**config.mk**
```make
export PLATFORM = sky130hd
export DESIGN_NAME = character_motion_engine_flat
export DESIGN_NICKNAME = d
export VERILOG_FILES = /design/src/rtl/character_motion_engine_if.sv /design/src/rtl/character_motion_engine.sv /design/src/flat_wrapper.sv
export SDC_FILE = /design/constraint.sdc
export NUM_CORES = 1
export LEC_CHECK = 0
export CORE_AREA = 2 2 89 57
export DETAILED_ROUTE_END_ITERATION = 10
export DIE_AREA = 0 0 91 59
export MAX_ROUTING_LAYER = met4
export PLACE_DENSITY = 0.82
export SLEW_MARGIN = 20
export SYNTH_ARGS = -nofsm -noshare
export SYNTH_HDL_FRONTEND = slang
export SYNTH_SLANG_ARGS = --single-unit
```
**constraint.sdc**
```tcl
create_clock -name clock -period 2.9 [get_ports clock]
set_clock_uncertainty 0.1 [all_clocks]
set_input_delay 0.29 -clock clock [delete_from_list [all_inputs] [get_ports clock]]
set_output_delay 0.29 -clock clock [all_outputs]
set_load 0.01 [all_outputs]
```
**src/rtl/character_motion_engine_if.sv**
```systemverilog
// Handshake and motion bus between the collision checker,
// the motion engine and drawCharacter.
interface character_motion_engine_if #(
    parameter int POS_W = 8,
    parameter int VEL_W = 6
);
    logic             enable;
    logic [POS_W-1:0] y_position_in;
    logic             jump;
    logic             up_blocked;
    logic             down_blocked;
    logic [POS_W-1:0] x_position;
    logic [POS_W-1:0] y_position;
    logic [VEL_W-1:0] velocity;
    logic             airborne;
    logic             done;

    modport master (
        output enable, y_position_in, jump,
        output up_blocked, down_blocked,
        input  x_position, y_position, velocity,
        input  airborne, done
    );

    modport slave (
        input  enable, y_position_in, jump,
        input  up_blocked, down_blocked,
        output x_position, y_position, velocity,
        output airborne, done
    );
endinterface

```
**src/rtl/character_motion_engine.sv**
```systemverilog
// Per-frame vertical motion: gravity, jump impulse,
// tile collision response and screen clamping.
module character_motion_engine #(
    parameter int POS_W    = 8,
    parameter int VEL_W    = 6,
    parameter int X_POS    = 72,
    parameter int START_Y  = 0,
    parameter int FLOOR_Y  = 103,
    parameter int CEIL_Y   = 0,
    parameter int GRAVITY  = 1,
    parameter int MAX_FALL = 4,
    parameter int JUMP_V0  = 6
) (
    input logic clock,
    input logic resetn,
    character_motion_engine_if.slave bus
);
    localparam int VW1 = VEL_W + 1;
    localparam int PW2 = POS_W + 2;

    localparam logic signed [VW1-1:0] GRAV_S = VW1'(GRAVITY);
    localparam logic signed [VW1-1:0] MAXF_S = VW1'(MAX_FALL);
    localparam logic signed [VW1-1:0] JUMP_S = -VW1'(JUMP_V0);
    localparam logic signed [PW2-1:0] FLR_S  = PW2'(FLOOR_Y);
    localparam logic signed [PW2-1:0] CEIL_S = PW2'(CEIL_Y);

    typedef enum logic [1:0] {
        WAIT, CALC, COMMIT, DONE
    } state_t;

    state_t state, state_nxt;

    logic             latch_en;
    logic             commit_en;
    logic [POS_W-1:0] y_lat;
    logic [VEL_W-1:0] vy_lat;
    logic [POS_W-1:0] y_reg;
    logic [VEL_W-1:0] vel_reg;
    logic             air_reg;

    logic signed [VW1-1:0] vel_ext;
    logic signed [VW1-1:0] vy_sum;
    logic signed [VW1-1:0] vy_c;
    logic signed [VW1-1:0] vy_calc;

    logic signed [PW2-1:0] y_ext;
    logic signed [PW2-1:0] vy_ext;
    logic signed [PW2-1:0] y_sum;
    logic [POS_W-1:0]      y_commit;
    logic [VEL_W-1:0]      v_commit;

    always_ff @(posedge clock or negedge resetn) begin
        if (!resetn) begin
            state <= WAIT;
        end else begin
            state <= state_nxt;
        end
    end

    always_comb begin
        state_nxt = state;
        unique case (state)
            WAIT:    if (bus.enable) state_nxt = CALC;
            CALC:    state_nxt = COMMIT;
            COMMIT:  state_nxt = DONE;
            DONE:    if (!bus.enable) state_nxt = WAIT;
            default: state_nxt = WAIT;
        endcase
    end

    always_comb begin
        latch_en  = (state == CALC);
        commit_en = (state == COMMIT);
        bus.done  = (state == DONE);
    end

    // Velocity rules; later collision checks override gravity.
    always_comb begin
        vel_ext = {vel_reg[VEL_W-1], vel_reg};
        vy_sum  = vel_ext + GRAV_S;
        vy_c    = (vy_sum > MAXF_S) ? MAXF_S : vy_sum;
        vy_calc = vy_c;
        if (bus.jump && bus.down_blocked && !vel_reg[VEL_W-1]) begin
            vy_calc = JUMP_S;
        end else if (bus.up_blocked && vy_c < 0) begin
            vy_calc = '0;
        end else if (bus.down_blocked && vy_c > 0) begin
            vy_calc = '0;
        end
    end

    // Position is summed two bits wider so screen edges never wrap.
    always_comb begin
        y_ext    = {2'b00, y_lat};
        vy_ext   = {{(PW2-VEL_W){vy_lat[VEL_W-1]}}, vy_lat};
        y_sum    = y_ext + vy_ext;
        y_commit = y_sum[POS_W-1:0];
        v_commit = vy_lat;
        if (y_sum > FLR_S) begin
            y_commit = FLR_S[POS_W-1:0];
            v_commit = '0;
        end else if (y_sum < CEIL_S) begin
            y_commit = CEIL_S[POS_W-1:0];
            v_commit = '0;
        end
    end

    always_ff @(posedge clock or negedge resetn) begin
        if (!resetn) begin
            y_lat   <= '0;
            vy_lat  <= '0;
            y_reg   <= POS_W'(START_Y);
            vel_reg <= '0;
            air_reg <= 1'b0;
        end else begin
            if (latch_en) begin
                y_lat  <= bus.y_position_in;
                vy_lat <= vy_calc[VEL_W-1:0];
            end
            if (commit_en) begin
                y_reg   <= y_commit;
                vel_reg <= v_commit;
                air_reg <= (v_commit != '0);
            end
        end
    end

    assign bus.x_position = POS_W'(X_POS);
    assign bus.y_position = y_reg;
    assign bus.velocity   = vel_reg;
    assign bus.airborne   = air_reg;
endmodule

```
**src/flat_wrapper.sv**
```systemverilog
// flat-port wrapper written by rule: the top's interface ports become plain ports
module character_motion_engine_flat 
#(
    parameter int POS_W    = 8,
    parameter int VEL_W    = 6,
    parameter int X_POS    = 72,
    parameter int START_Y  = 0,
    parameter int FLOOR_Y  = 103,
    parameter int CEIL_Y   = 0,
    parameter int GRAVITY  = 1,
    parameter int MAX_FALL = 4,
    parameter int JUMP_V0  = 6
)
  (clock, resetn, bus_enable, bus_y_position_in, bus_jump, bus_up_blocked, bus_down_blocked, bus_x_position, bus_y_position, bus_velocity, bus_airborne, bus_done);
  character_motion_engine_if #(.POS_W(POS_W), .VEL_W(VEL_W)) bus_i ();
  input logic clock;
  input logic resetn;
  input wire logic [$bits(bus_i.enable)-1:0] bus_enable;
  input wire logic [$bits(bus_i.y_position_in)-1:0] bus_y_position_in;
  input wire logic [$bits(bus_i.jump)-1:0] bus_jump;
  input wire logic [$bits(bus_i.up_blocked)-1:0] bus_up_blocked;
  input wire logic [$bits(bus_i.down_blocked)-1:0] bus_down_blocked;
  output wire logic [$bits(bus_i.x_position)-1:0] bus_x_position;
  output wire logic [$bits(bus_i.y_position)-1:0] bus_y_position;
  output wire logic [$bits(bus_i.velocity)-1:0] bus_velocity;
  output wire logic [$bits(bus_i.airborne)-1:0] bus_airborne;
  output wire logic [$bits(bus_i.done)-1:0] bus_done;
  assign bus_i.enable = bus_enable;
  assign bus_i.y_position_in = bus_y_position_in;
  assign bus_i.jump = bus_jump;
  assign bus_i.up_blocked = bus_up_blocked;
  assign bus_i.down_blocked = bus_down_blocked;
  assign bus_x_position = bus_i.x_position;
  assign bus_y_position = bus_i.y_position;
  assign bus_velocity = bus_i.velocity;
  assign bus_airborne = bus_i.airborne;
  assign bus_done = bus_i.done;
  character_motion_engine #(.POS_W(POS_W), .VEL_W(VEL_W), .X_POS(X_POS), .START_Y(START_Y), .FLOOR_Y(FLOOR_Y), .CEIL_Y(CEIL_Y), .GRAVITY(GRAVITY), .MAX_FALL(MAX_FALL), .JUMP_V0(JUMP_V0)) u_core (.clock(clock), .resetn(resetn), .bus(bus_i));
endmodule
```
## After elaboration in Yosys (flattened, before gate mapping)

Cells that the tools add are included.

| storage, ports and cells | value |
|---|---|
| register bits | 31 |

| cells by class | value |
|---|---|
| add/sub/neg operators | 2 |
| order comparisons | 5 |
| equality and inequality tests | 5 |
| multiplexer cells | 11 |
| reduce and logical (&&, ||, !) cells | 8 |

Operators with widths:

| operator | number |
|---|---|
| two-way mux 6 bit | 5 |
| two-way mux 8 bit | 2 |
| adder 9 x 6 -> 10 bit | 1 |
| greater-than comparator 10 x 8 -> 1 bit (second input constant) | 1 |
| less-than comparator 10 x 1 -> 1 bit (second input constant) | 1 |
| case mux 2 bit (4 select lines) | 1 |
| adder 6 x 2 -> 7 bit (second input constant) | 1 |
| greater-than comparator 7 x 1 -> 1 bit (second input constant) | 1 |
| greater-than comparator 7 x 4 -> 1 bit (second input constant) | 1 |
| less-than comparator 7 x 1 -> 1 bit (second input constant) | 1 |
| two-way mux 7 bit | 1 |
| nonzero test 6 bit | 1 |
| equality test 2 bit (second input constant) | 2 |
| logical AND 1 bit | 4 |
| two-way mux 2 bit | 2 |
| != test 2 bit (second input constant) | 2 |
| equality test 2 x 1 -> 1 bit (second input constant) | 1 |
| zero test 2 bit | 1 |
| AND reduction 2 bit | 1 |
| zero test 1 bit | 1 |

## Logic depth before layout (Yosys ltp)

Gate-level depths: netlist (run 1).

| logic depth | value |
|---|---|
| depth after elaboration | 8 |
| depth in mapped cells | 11 |
| gate-level depth less buffers | 10 |

## Worst setup path after synthesis (run 1)

OpenSTA, ideal clock, no wires.

| timing | value |
|---|---|
| path type | flip-flop to flip-flop |
| start | reg u_core.vy_lat[5] |
| end | reg u_core.y_reg[3] (netlist: u_core.bus.y_position[3]) |
| library setup time | 0.084 ns |
| data arrival time | 2.621 ns |
| required time | 2.716 ns |
| setup slack | 0.096 ns |
| cell stages (with the launch flop) | 11 |
| path buffers | 1 |
| clock period less this slack | 2.804 ns |
| cells stage by stage | dfrtp_1 > ha_1 > or4_1 > o21ai_0 > o21bai_1 > ha_1 > clkbuf_1 > inv_1 > nand2_1 > or3_1 > o22ai_1 |

| between the ends | value |
|---|---|
| cells in the longest elaborated chain, start to end | 4 |
| elaborated cells between the ends (all ways) | 5 |
| classes of those cells | add/sub (1); order compare (2); mux (2) |

Ends and longest elaborated chain:

| what | line | RTL |
|---|---|---|
| from (decl) | character_motion_engine.sv:36 | `logic [VEL_W-1:0] vy_lat;` |
| from (signal assigned) | character_motion_engine.sv:118 | `vy_lat <= vy_calc[VEL_W-1:0];` |
| adder 9 x 6 -> 10 bit * | character_motion_engine.sv:96 | `y_sum = y_ext + vy_ext;` |
| less-than comparator 10 x 1 -> 1 bit | character_motion_engine.sv:102 | `end else if (y_sum < CEIL_S) begin` |
| two-way mux 8 bit | character_motion_engine.sv:102 |  |
| two-way mux 8 bit * | character_motion_engine.sv:99 | `if (y_sum > FLR_S) begin` |
| to (signal assigned) | character_motion_engine.sv:112 | `y_reg <= POS_W'(START_Y);` |
| to (signal assigned) | character_motion_engine.sv:121 | `y_reg <= y_commit;` |
| to (decl) | character_motion_engine.sv:37 | `logic [POS_W-1:0] y_reg;` |

Mark *: on every way between the ends. The rest lies on a longest branch, timed or not.
A chain may end at the register's enable or synchronous reset.

## Worst setup path after layout (run 1)

| timing | value |
|---|---|
| start | reg u_core.vy_lat[3] |
| end | reg u_core.y_reg[2] (netlist: u_core.bus.y_position[2]) |

The elaborated chain is that of the path after synthesis.

==> results.md, run 1 <==
- Post-route ant nets: 0
- Post-synthesis sequential area ratio: 37.8%
- Yosys warns: 0
- Clk root buf: clkbuf_8
- Height of the die: 59 microns
- Initial antenna violation count: 0
- Power Density: 1370 nW/um^2
- Area contributors post-synth: dfrtp_1 38%, ha_1 10%, inv_1 4.0%
- Synthesized area: 2050 sq um
- Largest family of logic cells by synthesized area: compound AO/OA/AOI/OAI gates
- Clock Tree Buf Depth: 2
- Final min period: 2.76 ns
- CP endpoint kind: flop
- Vias in the first global route: 1490
- CTS clock-pin slew for the worst setup and hold paths: 0.06 ns
- CP required: 2.97 ns
- Outcome: completed
- Die X: 91 microns
- Htree depth: 2
- Synthesis-to-finish area growth: 23.6%
- Yosys top cell by area: dfrtp_1
- Commonest cells after routing, fill and taps aside: 31 x dfrtp_1, 29 x clkdlybuf4s50_1, 22 x inv_1
- Die ar.: 5370 sq um
- R2r endpoint: u_core.bus.y_position[2]
- Final Max Slew Viols: 0
- Setup_tns: 0 ns
- Tightest Pin Transition: 0.596 ns
- Crit-path max FO: 6
- # diodes: 0
- Syn Inst Count: 207
- Async SR Flop Fraction: 100%
- Final WL: 4.54 mm
- Origin of the critical flop-to-flop path: u_core.vy_lat[3]
- WP data arrival: 2.83 ns
- Post-Synth Simple-Gate Area: 11.7%
- Final hold violations: 0
- Clock Sinks: 31
- Routability cong.: 1.03
- Maximum VDD drop: 0.000501 V
- Adder-Cell Fraction of Synth Area: 11.3%
- Wire per inst: 14.7 microns
- Cts bufs inserted: 5
- First-pass GRT wire length: 7.42 mm
- Post-synthesis compound-gate area fraction: 22.3%
- Io pins: 38
- Post-DP HPWL: 3.42 mm
- Top_reg_cell synth: dfrtp_1
- Final worst-path cycle share: 95.3%
- Drt pass-1 iters: 4
- Rows: 19
- RSZ-0062 raised after global routing: false
- TritonCTS clock tree: built
- Worst Setup Path Type: reg2reg
- Commonest non-fill, non-tap cell in the layout: dfrtp_1
- Share of layout cells above drive strength 1: 15.4%
- #FFs+latches synth: 31
- Synth cell types: 47
- GRT Residual Overflow: 0
- Via density: 5.30
- Max Clock Freq: 0.362 GHz
- Synth top area share: 37.8%
- Relative slew slack: 59.8%
- Max Cap Violations: 0
- Reg2Reg Setup Slack: 0.14 ns
- Hold Crit Class: in2async
- Util after Layout: 56.7%
- Post-Synth XOR/XNOR Area: 2.99%
- Initial DRC Count: 117
- Core Area: 4470 sq um
- Mean Syn Cell Area: 9.91 sq um
- Final setup fails: 0
- Clock Latency Late Sink: 0.28 ns
- Leakage power: 1.10 nW
- Final #Nets: 278
- Port bufs: 29
- Post-synthesis mux area share: 4.76%
- GRT Total Usage: 18.6%
- Path depth of the worst reg2reg path: 7
- Vias: 1642
- Critical path launch point type: flop
- Residual DRC: 0
- Number of synthesized flops with an enable pin: 0
- Largest net degree at the start of global routing: 32
- Starting Density: 45.9%
-- what timing repair did --
item | in CTS | in global routing
hold buffers | 0 | 0
setup endpoints to repair | 0 | 4
resized for setup | 0 | 4
endpoints found under the hold margin | 0 | 0
buffers inserted | 0 | 1
-- worst max path at each step --
stage | slack, ns | depth (start not counted) | start | end
after global placement | 0.10 | 7 | u_core.vy_lat[3] | u_core.bus.y_position[2]
after floorplan | 0.1 | 10 | u_core.vy_lat[5] | u_core.bus.y_position[3]
after detailed placement | 0.08 | 7 | u_core.vy_lat[3] | u_core.bus.velocity[2]
final | 0.14 | 7 | u_core.vy_lat[3] | u_core.bus.y_position[2]
after CTS | 0.07 | 7 | u_core.vy_lat[3] | u_core.bus.y_position[2]
after global routing | 0.004 | 9 | u_core.vy_lat[0] | u_core.bus.y_position[2]
-- routing by layer --
layer | track usage [%] | up-vias | wire length, microns | share of wire (%)
li1 | - | 805 | - | -
met1 | 28.8 | 758 | 2310 | 51
met2 | 24.1 | 72 | 1810 | 40
met3 | 4.96 | 7 | 377 | 8.3
met4 | 3.25 | 0 | 41 | 0.90
met5 | - | - | 0 | 0
-- kinds of logic after synthesis --
family / count (synthesis)
multiplexers: 9
buffers and inverters: 38
XOR/XNOR: 7
flip-flops: 31
AND/OR/NAND/NOR: 46
other: 2
adder cells (fa/ha/maj): 18
AO/OA/AOI/OAI: 56
-- final cells by class --
| type | count | area, sq um |
|---|---|---|
| clock buffer | 7 | 76.3 |
| clock inverter | 1 | 5.00 |
| inverter | 22 | 82.6 |
| sequential | 31 | 776 |
| timing repair buffer | 41 | 380 |
| fill | 429 | 1930 |
| tap | 63 | 78.8 |
| multi-input combinational | 145 | 1140 |
-- Yosys cell counts (6+ instances only) --
cell,number
dfrtp_1,31
inv_1,22
nand2_1,18
ha_1,17
o21ai_0,15
buf_4,8
clkbuf_1,7
mux2_2,6
nor3_1,6
o22ai_1,6
-- registers in the layout, indices dropped and copies added (netlist names) --
register and cells:
u_core.y_lat 8, u_core.vy_lat 6, u_core.bus.airborne 1, u_core.bus.velocity 6, u_core.bus.y_position 8, u_core.state 2
-- metrics by stage --
step                      std cells  setup WS (ns)  area, sq um  hold WS (ns)  power (mW)
final                           310          0.137         2540         0.285        3.48
after global routing            310        0.00380         2540         0.323        3.78
after CTS                       308         0.0673         2510         0.303        3.35
after detailed placement        300         0.0772         2430         0.398        3.01
after global placement          300          0.103         2430         0.382        2.98
after floorplan                 213         0.0958         2070        -0.106        2.40
-- worst max-delay path: stages (launching register included) --
cell and delay (ns):
dfrtp_1 0.43, ha_1 0.38, or4_1 0.54, a21oi_1 0.15, and3b_1 0.19, and4_4 0.19
or3_4 0.39, o221a_2 0.26
-- power breakdown --
part	switching (mW)	internal, mW	total [mW]
Clock	0.157	0.168	0.325
Sequential	0.171	0.629	0.800
Combinational	1.26	1.09	2.35
Total	1.59	1.89	3.48
Note: power is estimated with default switching activity, not from simulation.
==> run 2: changes to the inputs <==
--- a/config.mk
+++ b/config.mk
@@ -8,7 +8,6 @@
 export CORE_AREA = 2 2 89 57
 export DETAILED_ROUTE_END_ITERATION = 10
 export DIE_AREA = 0 0 91 59
-export MAX_ROUTING_LAYER = met4
 export PLACE_DENSITY = 0.82
 export SLEW_MARGIN = 20
 export SYNTH_ARGS = -nofsm -noshare
==> results.md, run 2 (same netlist as run 1, synthesis figures left out) <==
- Register area: 776 sq um (unchanged)
- Wire per inst: 14.6 microns (-0.15%)
- Routability cong.: 0.952 (-7.7%)
- TritonCTS clock tree: built
- Critical path launch point type: flop
- RSZ-0062 raised after global routing: false
- Largest net degree at the start of global routing: 32 (unchanged)
- Drt pass-1 iters: 4 (unchanged)
- GRT Total Usage: 17.9% (-0.66 points)
- Leakage power: 1.11 nW (+1.1%)
- WP data arrival: 2.88 ns (+0.05 ns)
- Filler instances: 405 (-5.6%)
- # diodes: 0 (unchanged)
- Maximum VDD drop: 0.000600 V (+20%)
- CTS clock-pin slew for the worst setup and hold paths: 0.06 ns (about the same)
- Relative slew slack: 58.9% (-0.91 points)
- Share of layout cells above drive strength 1: 15.1% (-0.28 points)
- Outcome: completed
- Final setup fails: 0 (unchanged)
- CP endpoint kind: flop
- CP required: 2.98 ns (about the same)
- Final WL: 4.51 mm (-0.79%)
- Io pins: 38 (unchanged)
- Hold Crit Class: in2async
- Path depth of the worst reg2reg path: 9 (+2)
- Setup_tns: 0 ns (unchanged)
- Die ar.: 5370 sq um (unchanged)
- Placed instance count: 300 (unchanged)
- Initial antenna violation count: 0 (unchanged)
- Worst Setup Path Type: reg2reg
- Power Density: 1370 nW/um^2 (about the same)
- Clk root buf: clkbuf_8
- Vias in the first global route: 1503 (+0.87%)
- Vias: 1645 (+0.18%)
- Synthesis-to-finish area growth: 24.2%
- Rows: 19 (unchanged)
- Final Max Slew Viols: 0 (unchanged)
- Max Clock Freq: 0.357 GHz (-1.5%)
- Post-route ant nets: 0 (unchanged)
- Height of the die: 59 microns (unchanged)
- Util after Layout: 57.0% (+0.28 points)
- Htree depth: 2 (unchanged)
- Max Cap Violations: 0 (unchanged)
- Starting Density: 45.9% (unchanged)
- Final #Nets: 276 (-0.72%)
- Final worst-path cycle share: 96.7% (+1.4 points)
- Commonest non-fill, non-tap cell in the layout: dfrtp_1
- Initial DRC Count: 85 (-27%)
- Post-DP HPWL: 3.54 mm (+3.5%)
- Port bufs: 29 (unchanged)
- Residual DRC: 0 (unchanged)
- Hold buffers post-CTS: 0 (unchanged)
- Via density: 5.34 (+0.83%)
- Commonest cells after routing, fill and taps aside: 31 x dfrtp_1, 29 x clkdlybuf4s50_1, 22 x inv_1
- Clock Tree Buf Depth: 2 (unchanged)
- First-pass GRT wire length: 7.36 mm (-0.84%)
- Clock Latency Late Sink: 0.29 ns (about the same)
- GRT Residual Overflow: 0 (unchanged)
- Core Area: 4470 sq um (unchanged)
- Multi-input logic area: 1120 sq um (-1.4%)
- Cts bufs inserted: 5 (unchanged)
- Post-CTS Setup Bufs: 0 (unchanged)
- Final min period: 2.80 ns (+0.0407 ns)
- Pre-CTS setup slack: 0.120 ns (+0.0427 ns)
- Clock Sinks: 31 (unchanged)
- Final hold violations: 0 (unchanged)
- PostCTS Resize Cnt: 0 (unchanged)
- Setup ws final: 0.0961 ns (-0.0407 ns)
- Post-route insts no fill: 308 (-0.65%)
- Tightest Pin Transition: 0.610 ns (+0.0135 ns)
- Crit-path max FO: 12 (+6)
- Die X: 91 microns (unchanged)
==> run 2: critical path, cell delays in order (launching register included) <==
cell and delay [ns]:
dfrtp_1 0.38, ha_1 0.23, inv_1 0.08, fa_1 0.22
nor2b_2 0.07, o31a_1 0.35, a211o_1 0.32, and4_4 0.18
or3_4 0.48, o221a_2 0.27
==> run 2: per-stage QoR <==
step | hold WS, ns | power, mW | cell area, sq um
after floorplan | -0.106 | 2.40 | 2070
after global placement | 0.384 | 2.97 | 2430
after detailed placement | 0.409 | 3.03 | 2430
after CTS | 0.299 | 3.48 | 2550
after global routing | 0.344 | 3.77 | 2550
final | 0.284 | 3.49 | 2550
==> run 2: worst paths after layout <==
kind,to,slack [ns],from
max,u_core.bus.y_position[1],0.1,u_core.vy_lat[0]
min,u_core.y_lat[6],0.28,resetn
max reg2reg,u_core.bus.y_position[1],0.1,u_core.vy_lat[0]
min reg2reg,u_core.y_lat[0],0.41,u_core.y_lat[0]
max in group asynchronous,u_core.bus.y_position[3],2.13,resetn
min in group clock,u_core.y_lat[0],0.41,u_core.y_lat[0]
==> run 2: report_power, final <==
part | switching [mW] | internal [mW] | total [mW]
logic | 1.21 | 1.04 | 2.25
registers | 0.174 | 0.629 | 0.802
clock network | 0.164 | 0.278 | 0.441
==> run 2: final cells by class <==
class                      count  share of cell area (%)
clock buffer                   6                    3.24
inverter                      22                    3.24
clock inverter                 2                    1.37
sequential                    31                    30.4
multi-input combinational    144                    44.0
timing repair buffer          40                    14.6
tap                           63                    3.09
==> run 2: routing by layer <==
metal / vias to the layer above / global-route usage [%] / part of all wire (%)
li1: 811 / - / -
met1: 768 / 27.8 / 53
met2: 59 / 24.6 / 40
met3: 7 / 4.33 / 6.3
met4: 0 / 5.19 / 1.3
met5: - / 0 / 0
